## config.mk

```make
export PLATFORM = sky130hd
export DESIGN_NAME = wb_config_ctrl
export DESIGN_NICKNAME = d
export VERILOG_FILES = /design/src/rtl/wb_config_ctrl.sv
export SDC_FILE = /design/constraint.sdc
export NUM_CORES = 1
export LEC_CHECK = 0
export CAP_MARGIN = 10
export CORE_ASPECT_RATIO = 0.5
export CORE_MARGIN = 4
export CORE_UTILIZATION = 50
export DETAILED_ROUTE_END_ITERATION = 12
export PLACE_DENSITY = 0.9
export SLEW_MARGIN = 30
export SYNTH_ARGS = -nofsm -noshare
export SYNTH_HDL_FRONTEND = slang
export SYNTH_SLANG_ARGS = --single-unit
```

## constraint.sdc

```tcl
create_clock -name wb_clk_i -period 3.9 [get_ports wb_clk_i]
set_input_delay 0.585 -clock wb_clk_i [delete_from_list [all_inputs] [get_ports wb_clk_i]]
set_output_delay 0.585 -clock wb_clk_i [all_outputs]
set_load 0.02 [all_outputs]
```

## src/rtl/wb_config_ctrl.sv

```systemverilog
// Wishbone register window that serialises 32-bit words LSB-first onto a masked
// set of configuration column chains, with optional auto-set and status readback.
module wb_config_ctrl #(
    parameter int unsigned NUM_COLS  = 8,
    parameter logic [31:0] BASE_ADDR = 32'h3000_0000
) (
    input  logic                wb_clk_i,
    input  logic                wb_rst_i,
    input  logic                wbs_cyc_i,
    input  logic                wbs_stb_i,
    input  logic                wbs_we_i,
    input  logic [3:0]          wbs_sel_i,
    input  logic [31:0]         wbs_addr_i,
    input  logic [31:0]         wbs_data_i,
    output logic                wbs_ack_o,
    output logic [31:0]         wbs_data_o,
    output logic                cfg_cen_o,
    output logic [NUM_COLS-1:0] cfg_shift_o,
    output logic [NUM_COLS-1:0] cfg_shift_en_o,
    output logic [NUM_COLS-1:0] cfg_set_o
);
    localparam int unsigned DW = 32;
    localparam int unsigned LW = 5;
    localparam int unsigned CW = 16;

    localparam logic [1:0] OFF_CTRL   = 2'd0;
    localparam logic [1:0] OFF_MASK   = 2'd1;
    localparam logic [1:0] OFF_DATA   = 2'd2;
    localparam logic [1:0] OFF_STATUS = 2'd3;

    typedef enum logic [1:0] {ST_IDLE, ST_SHIFT, ST_SETP} state_e;

    state_e              state_q, state_d;
    logic [DW-1:0]       sr_q, sr_d;
    logic [LW-1:0]       left_q, left_d;
    logic [LW-1:0]       len_q, len_d;
    logic                cen_q, cen_d;
    logic                auto_q, auto_d;
    logic [NUM_COLS-1:0] mask_q, mask_d;
    logic                err_q, err_d;
    logic [CW-1:0]       cnt_q, cnt_d;
    logic                busy_q, busy_d;
    logic                ack_q, ack_d;
    logic [DW-1:0]       rdata_q, rdata_d;
    logic                setp_q, setp_d;
    logic [NUM_COLS-1:0] shift_q, shift_d;
    logic [NUM_COLS-1:0] shen_q, shen_d;
    logic [NUM_COLS-1:0] set_q, set_d;

    logic                hit;
    logic                free;
    logic                err_set;
    logic                clr;
    logic [DW-1:0]       mask_wr;
    logic                unused_ok;

    assign hit = wbs_cyc_i && wbs_stb_i && !ack_q && (wbs_addr_i[31:4] == BASE_ADDR[31:4]);
    // FSM will be idle after this edge, so a DATA write can be taken without a gap
    assign free = (state_q == ST_IDLE) || (state_q == ST_SETP) ||
                  ((state_q == ST_SHIFT) && (left_q == '0) && !auto_q);
    assign unused_ok = ^{wbs_addr_i[1:0], mask_wr};

    always_comb begin
        state_d = state_q;
        sr_d    = sr_q;
        left_d  = left_q;
        len_d   = len_q;
        cen_d   = cen_q;
        auto_d  = auto_q;
        mask_d  = mask_q;
        err_d   = err_q;
        cnt_d   = cnt_q;
        busy_d  = (state_q != ST_IDLE);
        ack_d   = 1'b0;
        rdata_d = '0;
        setp_d  = 1'b0;
        shift_d = '0;
        shen_d  = '0;
        set_d   = '0;
        err_set = 1'b0;
        clr     = 1'b0;
        mask_wr = DW'(mask_q);

        for (int b = 0; b < 4; b++) begin
            if (wbs_sel_i[b]) begin
                mask_wr[8*b +: 8] = wbs_data_i[8*b +: 8];
            end
        end

        case (state_q)
            ST_SHIFT: begin
                shen_d  = mask_q;
                shift_d = sr_q[0] ? mask_q : '0;
                sr_d    = {1'b0, sr_q[DW-1:1]};
                if (cnt_q != '1) begin
                    cnt_d = cnt_q + CW'(1);
                end
                if (left_q == '0) begin
                    state_d = auto_q ? ST_SETP : ST_IDLE;
                end else begin
                    left_d = left_q - LW'(1);
                end
            end
            ST_SETP: begin
                set_d   = mask_q;
                state_d = ST_IDLE;
            end
            default: ;
        endcase

        if (setp_q) begin
            set_d = mask_q;
        end

        if (hit) begin
            case (wbs_addr_i[3:2])
                OFF_CTRL: begin
                    ack_d = 1'b1;
                    if (wbs_we_i) begin
                        if (wbs_sel_i[0]) begin
                            cen_d  = wbs_data_i[0];
                            auto_d = wbs_data_i[2];
                            clr    = wbs_data_i[3];
                            if (wbs_data_i[1]) begin
                                if (state_q == ST_IDLE) setp_d  = 1'b1;
                                else                    err_set = 1'b1;
                            end
                        end
                        if (wbs_sel_i[1]) begin
                            len_d = wbs_data_i[12:8];
                        end
                    end else begin
                        rdata_d = {19'b0, len_q, 5'b0, auto_q, 1'b0, cen_q};
                    end
                end
                OFF_MASK: begin
                    ack_d = 1'b1;
                    if (wbs_we_i) mask_d  = mask_wr[NUM_COLS-1:0];
                    else          rdata_d = DW'(mask_q);
                end
                OFF_DATA: begin
                    // busy DATA writes stall; reads are never stalled
                    if (!wbs_we_i) begin
                        ack_d = 1'b1;
                    end else if (free) begin
                        ack_d = 1'b1;
                        if ((wbs_sel_i != 4'hF) || !cen_q) begin
                            err_set = 1'b1;
                        end else begin
                            sr_d    = wbs_data_i;
                            left_d  = len_q;
                            state_d = ST_SHIFT;
                        end
                    end
                end
                OFF_STATUS: begin
                    ack_d = 1'b1;
                    if (!wbs_we_i) rdata_d = {cnt_q, 14'b0, err_q, busy_q};
                end
                default: ;
            endcase
        end

        if (clr) begin
            err_d = 1'b0;
            cnt_d = '0;
        end
        if (err_set) begin
            err_d = 1'b1;
        end
    end

    always_ff @(posedge wb_clk_i) begin
        if (wb_rst_i) begin
            state_q <= ST_IDLE;
            sr_q    <= '0;
            left_q  <= '0;
            len_q   <= '0;
            cen_q   <= 1'b0;
            auto_q  <= 1'b0;
            mask_q  <= '0;
            err_q   <= 1'b0;
            cnt_q   <= '0;
            busy_q  <= 1'b0;
            ack_q   <= 1'b0;
            rdata_q <= '0;
            setp_q  <= 1'b0;
            shift_q <= '0;
            shen_q  <= '0;
            set_q   <= '0;
        end else begin
            state_q <= state_d;
            sr_q    <= sr_d;
            left_q  <= left_d;
            len_q   <= len_d;
            cen_q   <= cen_d;
            auto_q  <= auto_d;
            mask_q  <= mask_d;
            err_q   <= err_d;
            cnt_q   <= cnt_d;
            busy_q  <= busy_d;
            ack_q   <= ack_d;
            rdata_q <= rdata_d;
            setp_q  <= setp_d;
            shift_q <= shift_d;
            shen_q  <= shen_d;
            set_q   <= set_d;
        end
    end

    assign wbs_ack_o      = ack_q;
    assign wbs_data_o     = rdata_q;
    assign cfg_cen_o      = cen_q;
    assign cfg_shift_o    = shift_q;
    assign cfg_shift_en_o = shen_q;
    assign cfg_set_o      = set_q;
endmodule

```

==> metrics.yaml <==
timing:
  period_minus_slack_ns: 2.52
  hold_slack_ns: 0.471
  timing.final.max_slew_violations: 0
  timing.fmax_mhz: 397
  layout_worst_path_cycle_share_pct: 64.6
  hold_viol_final: 0
  timing.max_slew.rel_slack_pct: 59.4
  clock-skew-final_ns: 0.00735
  setup-violations-final: 0
  setup_repair_after_global_routing_missed_its_margin: "false"
  setup_tns_ns: 0
  transition_time_at_the_pin_with_the_least_slew_margin_ns: 0.609
placed_design:
  hpwl_um: 8550
  place.port_buffers: 125
  routabilityCongestion: 0.875
grt:
  vias_in_the_first_global_route: 4194
  grt.overflow.total: 0
  grt_first_pass_wirelength_um: 20100
  grt_max_degree: 42
  grt_antenna_before_repair: 0
  overall_routing_resource_usage_pct: 20.3
min_path:
  worst_hold_path_type: "flop to flop"
clock_network:
  clock_tree.root_cell: "sky130_fd_sc_hd__clkbuf_16"
  cts_sinks: 127
  clk_path_buf_depth: 2
  post_cts_hold_buffer_count: 0
  clk_slew_on_worst_s_h_paths_ns: 0.06
  cts.htree.levels: 4
  clkLatencyLatePin_ns: 0.42
  total_cts_buffers: 17
  setup_bufs_post_cts: 0
  clock_tree_from_tritoncts: "yes"
  ctsResizeCount: 0
power:
  share_seq_of_total_power_pct: 44.5
  power_density_nw_per_um2: 408
  netSwitchingPower_mw: 0.659
  combPwrFrac_pct: 4.1
  intPower_mw: 2.25
  switching_share_pct: 22.6
  pwr-share-clk_pct: 51.3
  power.static_leakage_nw: 2.76
  ir_worst_vdd_uv: 310
floorplan:
  ios: 131
  core-area_um2: 10300
  start_util_pct: 51.6
  std_cell_rows: 26
  die_x_um: 154
  dieHeight_um: 80.8
  die_area_um2: 12400
layout:
  final_cell_mix: "sky130_fd_sc_hd__dfxtp_1, sky130_fd_sc_hd__clkdlybuf4s50_1, sky130_fd_sc_hd__nand2_1, sky130_fd_sc_hd__mux2i_1, sky130_fd_sc_hd__mux2_2"
  drive_above_1_share_pct: 12.4
  layout-area-overhead-vs-synth_pct: 34.7
  filler_cell_count: 743
  ant_diodes: 0
  regArea_um2: 2540
  nets: 737
  layout_commonest_cell: "sky130_fd_sc_hd__dfxtp_1"
  multi_input_comb_area_um2: 2520
synthesis:
  synth-edff-count: 0
  post_synth_instance_area_um2: 5310
  synth_top_flop_cell: "sky130_fd_sc_hd__dfxtp_1"
  synth_seq_area_share_pct: 47.9
  synthesis.instances: 541
  yosysWarnings: 0
  dominant_cells_by_area_after_synthesis: "sky130_fd_sc_hd__dfxtp_1, sky130_fd_sc_hd__mux2i_1, sky130_fd_sc_hd__mux2_2"
  synth_seq_cells: 127
  synth.avg_cell_area_um2: 9.81
  synth_async_sr_flop_share_pct: 0
  synthDistinctLibCells: 53
  synth_area_leader_cell: "sky130_fd_sc_hd__dfxtp_1"
  area_share_of_the_largest_cell_type_after_synthesis_pct: 47.9
routing:
  post-route-drc-count: 0
  avgViaCountPerCell: 5.43
  route.antenna.remaining_nets: 0
  vias: 4412
  drt-initial-drc-count: 332
  drt-pass1-iter-count: 6
  post_drt_wl_per_cell_um: 15.9
  route.final.wire_length_um: 12900
outcome:
  outcome: "finished, final reports clean"
critical_path:
  critical_path_required_ns: 4.25
  crit_path_category: "primary input to flop"
  critical_path.max_fanout: 34
  critPathCaptureType: "flop"
  crit_arrival_ns: 2.86
  setup.worst_path.start_class: "primary input"
job:
  max-cap-violations: 0
-- stage by stage --
stage          power, mW  cell area, um^2  worst slack (ns)  instances  utilization [%]
2_1_floorplan       1.37             5310              1.95        543                -
4_1_cts             2.94             7150              1.42        812             69.5
3_5_place_dp        1.44             6580              1.04        780             64.0
6_report            2.91             7150              1.38        812             69.5
3_3_place_gp        1.44             6580              1.10        780             64.0
5_1_grt             3.01             7150              1.20        812             69.5
-- cell families (layout without fill, tap and decap cells) --
kind of cell / after synthesis / count (layout) / synth area share, %
and+or+nand+nor: 232 / 232 / 23.6
DFF: 127 / 127 / 47.9
muxes: 86 / 86 / 17.0
buffers and inverters: 45 / 174 / 4.79
AOI/OAI and AO/OA: 43 / 43 / 5.12
adders and majority gates: 5 / 5 / 1.18
xor gates and xnor gates: 2 / 2 / 0.330
other: 1 / 3 / 0.0707
-- worst max-delay path, cell delays in order --
cell and delay, ns:
sky130_fd_sc_hd__clkdlybuf4s50_1 0.44, sky130_fd_sc_hd__nor4bb_1 0.39, sky130_fd_sc_hd__and4_1 0.43, sky130_fd_sc_hd__and4_2 0.27, sky130_fd_sc_hd__buf_4 0.47, sky130_fd_sc_hd__mux2i_1 0.26
-- routing by layer --
layer,global-route usage [%],routed length (um)
met1,23.5,5410
met2,35.5,6470
met3,6.65,738
met4,8.19,269
met5,0,0
-- Yosys cell counts (all sizes together) (2+ instances only) --
master and n:
nand4 10, ha 5, and3 30, o41ai 2
nor3 9, or4b 2, buf 18, o31ai 7
nor4bb 2, nand3 11, nor4b 2, and4 5
a21oi 19, nor2 10, dfxtp 127, o21ai 9
or3 10, inv 9, nand2 88, or4 7
nor4 12, mux2 33, nor2b 2, clkbuf 18
mux2i 53, and2 25, or2 3
-- cell type report --
cell class,count,share of cell area (%)
flip-flops and latches,127,35.6
multi-input cells,371,35.3
repair buffers,133,18.3
clock buffers,18,6.00
well taps,140,2.45
clock inverters,14,1.87
inverters,9,0.473
-- flip-flops by register name, indices dropped and copies added (netlist names), 5 cells and up --
register        cells
wbs_data_o         29
left_q              5
sr_q               32
mask_q              8
len_q               5
cfg_shift_en_o      8
cfg_set_o           8
cfg_shift_o         8
cnt_q              16
-- final timing paths --
| kind | startpoint | end | slack, ns | cells after the start |
|---|---|---|---|---|
| setup reg to reg | state_q[1]$_SDFF_PP0_ | sr_q[22]$_SDFF_PP0_ | 1.41 | 7 |
| setup / recovery | wbs_stb_i | sr_q[22]$_SDFF_PP0_ | 1.38 | 6 |
| hold / removal | len_q[2]$_SDFFE_PP0P_ | wbs_data_o[10]$_SDFF_PP0_ | 0.47 | 1 |
| hold reg to reg | len_q[2]$_SDFFE_PP0P_ | wbs_data_o[10]$_SDFF_PP0_ | 0.47 | 1 |
-- power groups by stage --
stage | logic, mW | clock network, mW | registers, mW
2_1_floorplan | 0.0396 | 0 | 1.33
3_3_place_gp | 0.117 | 0 | 1.33
3_5_place_dp | 0.118 | 0 | 1.33
4_1_cts | 0.120 | 1.52 | 1.30
5_1_grt | 0.129 | 1.58 | 1.30
6_report | 0.121 | 1.49 | 1.30
Power figures use the tool's default switching activity.
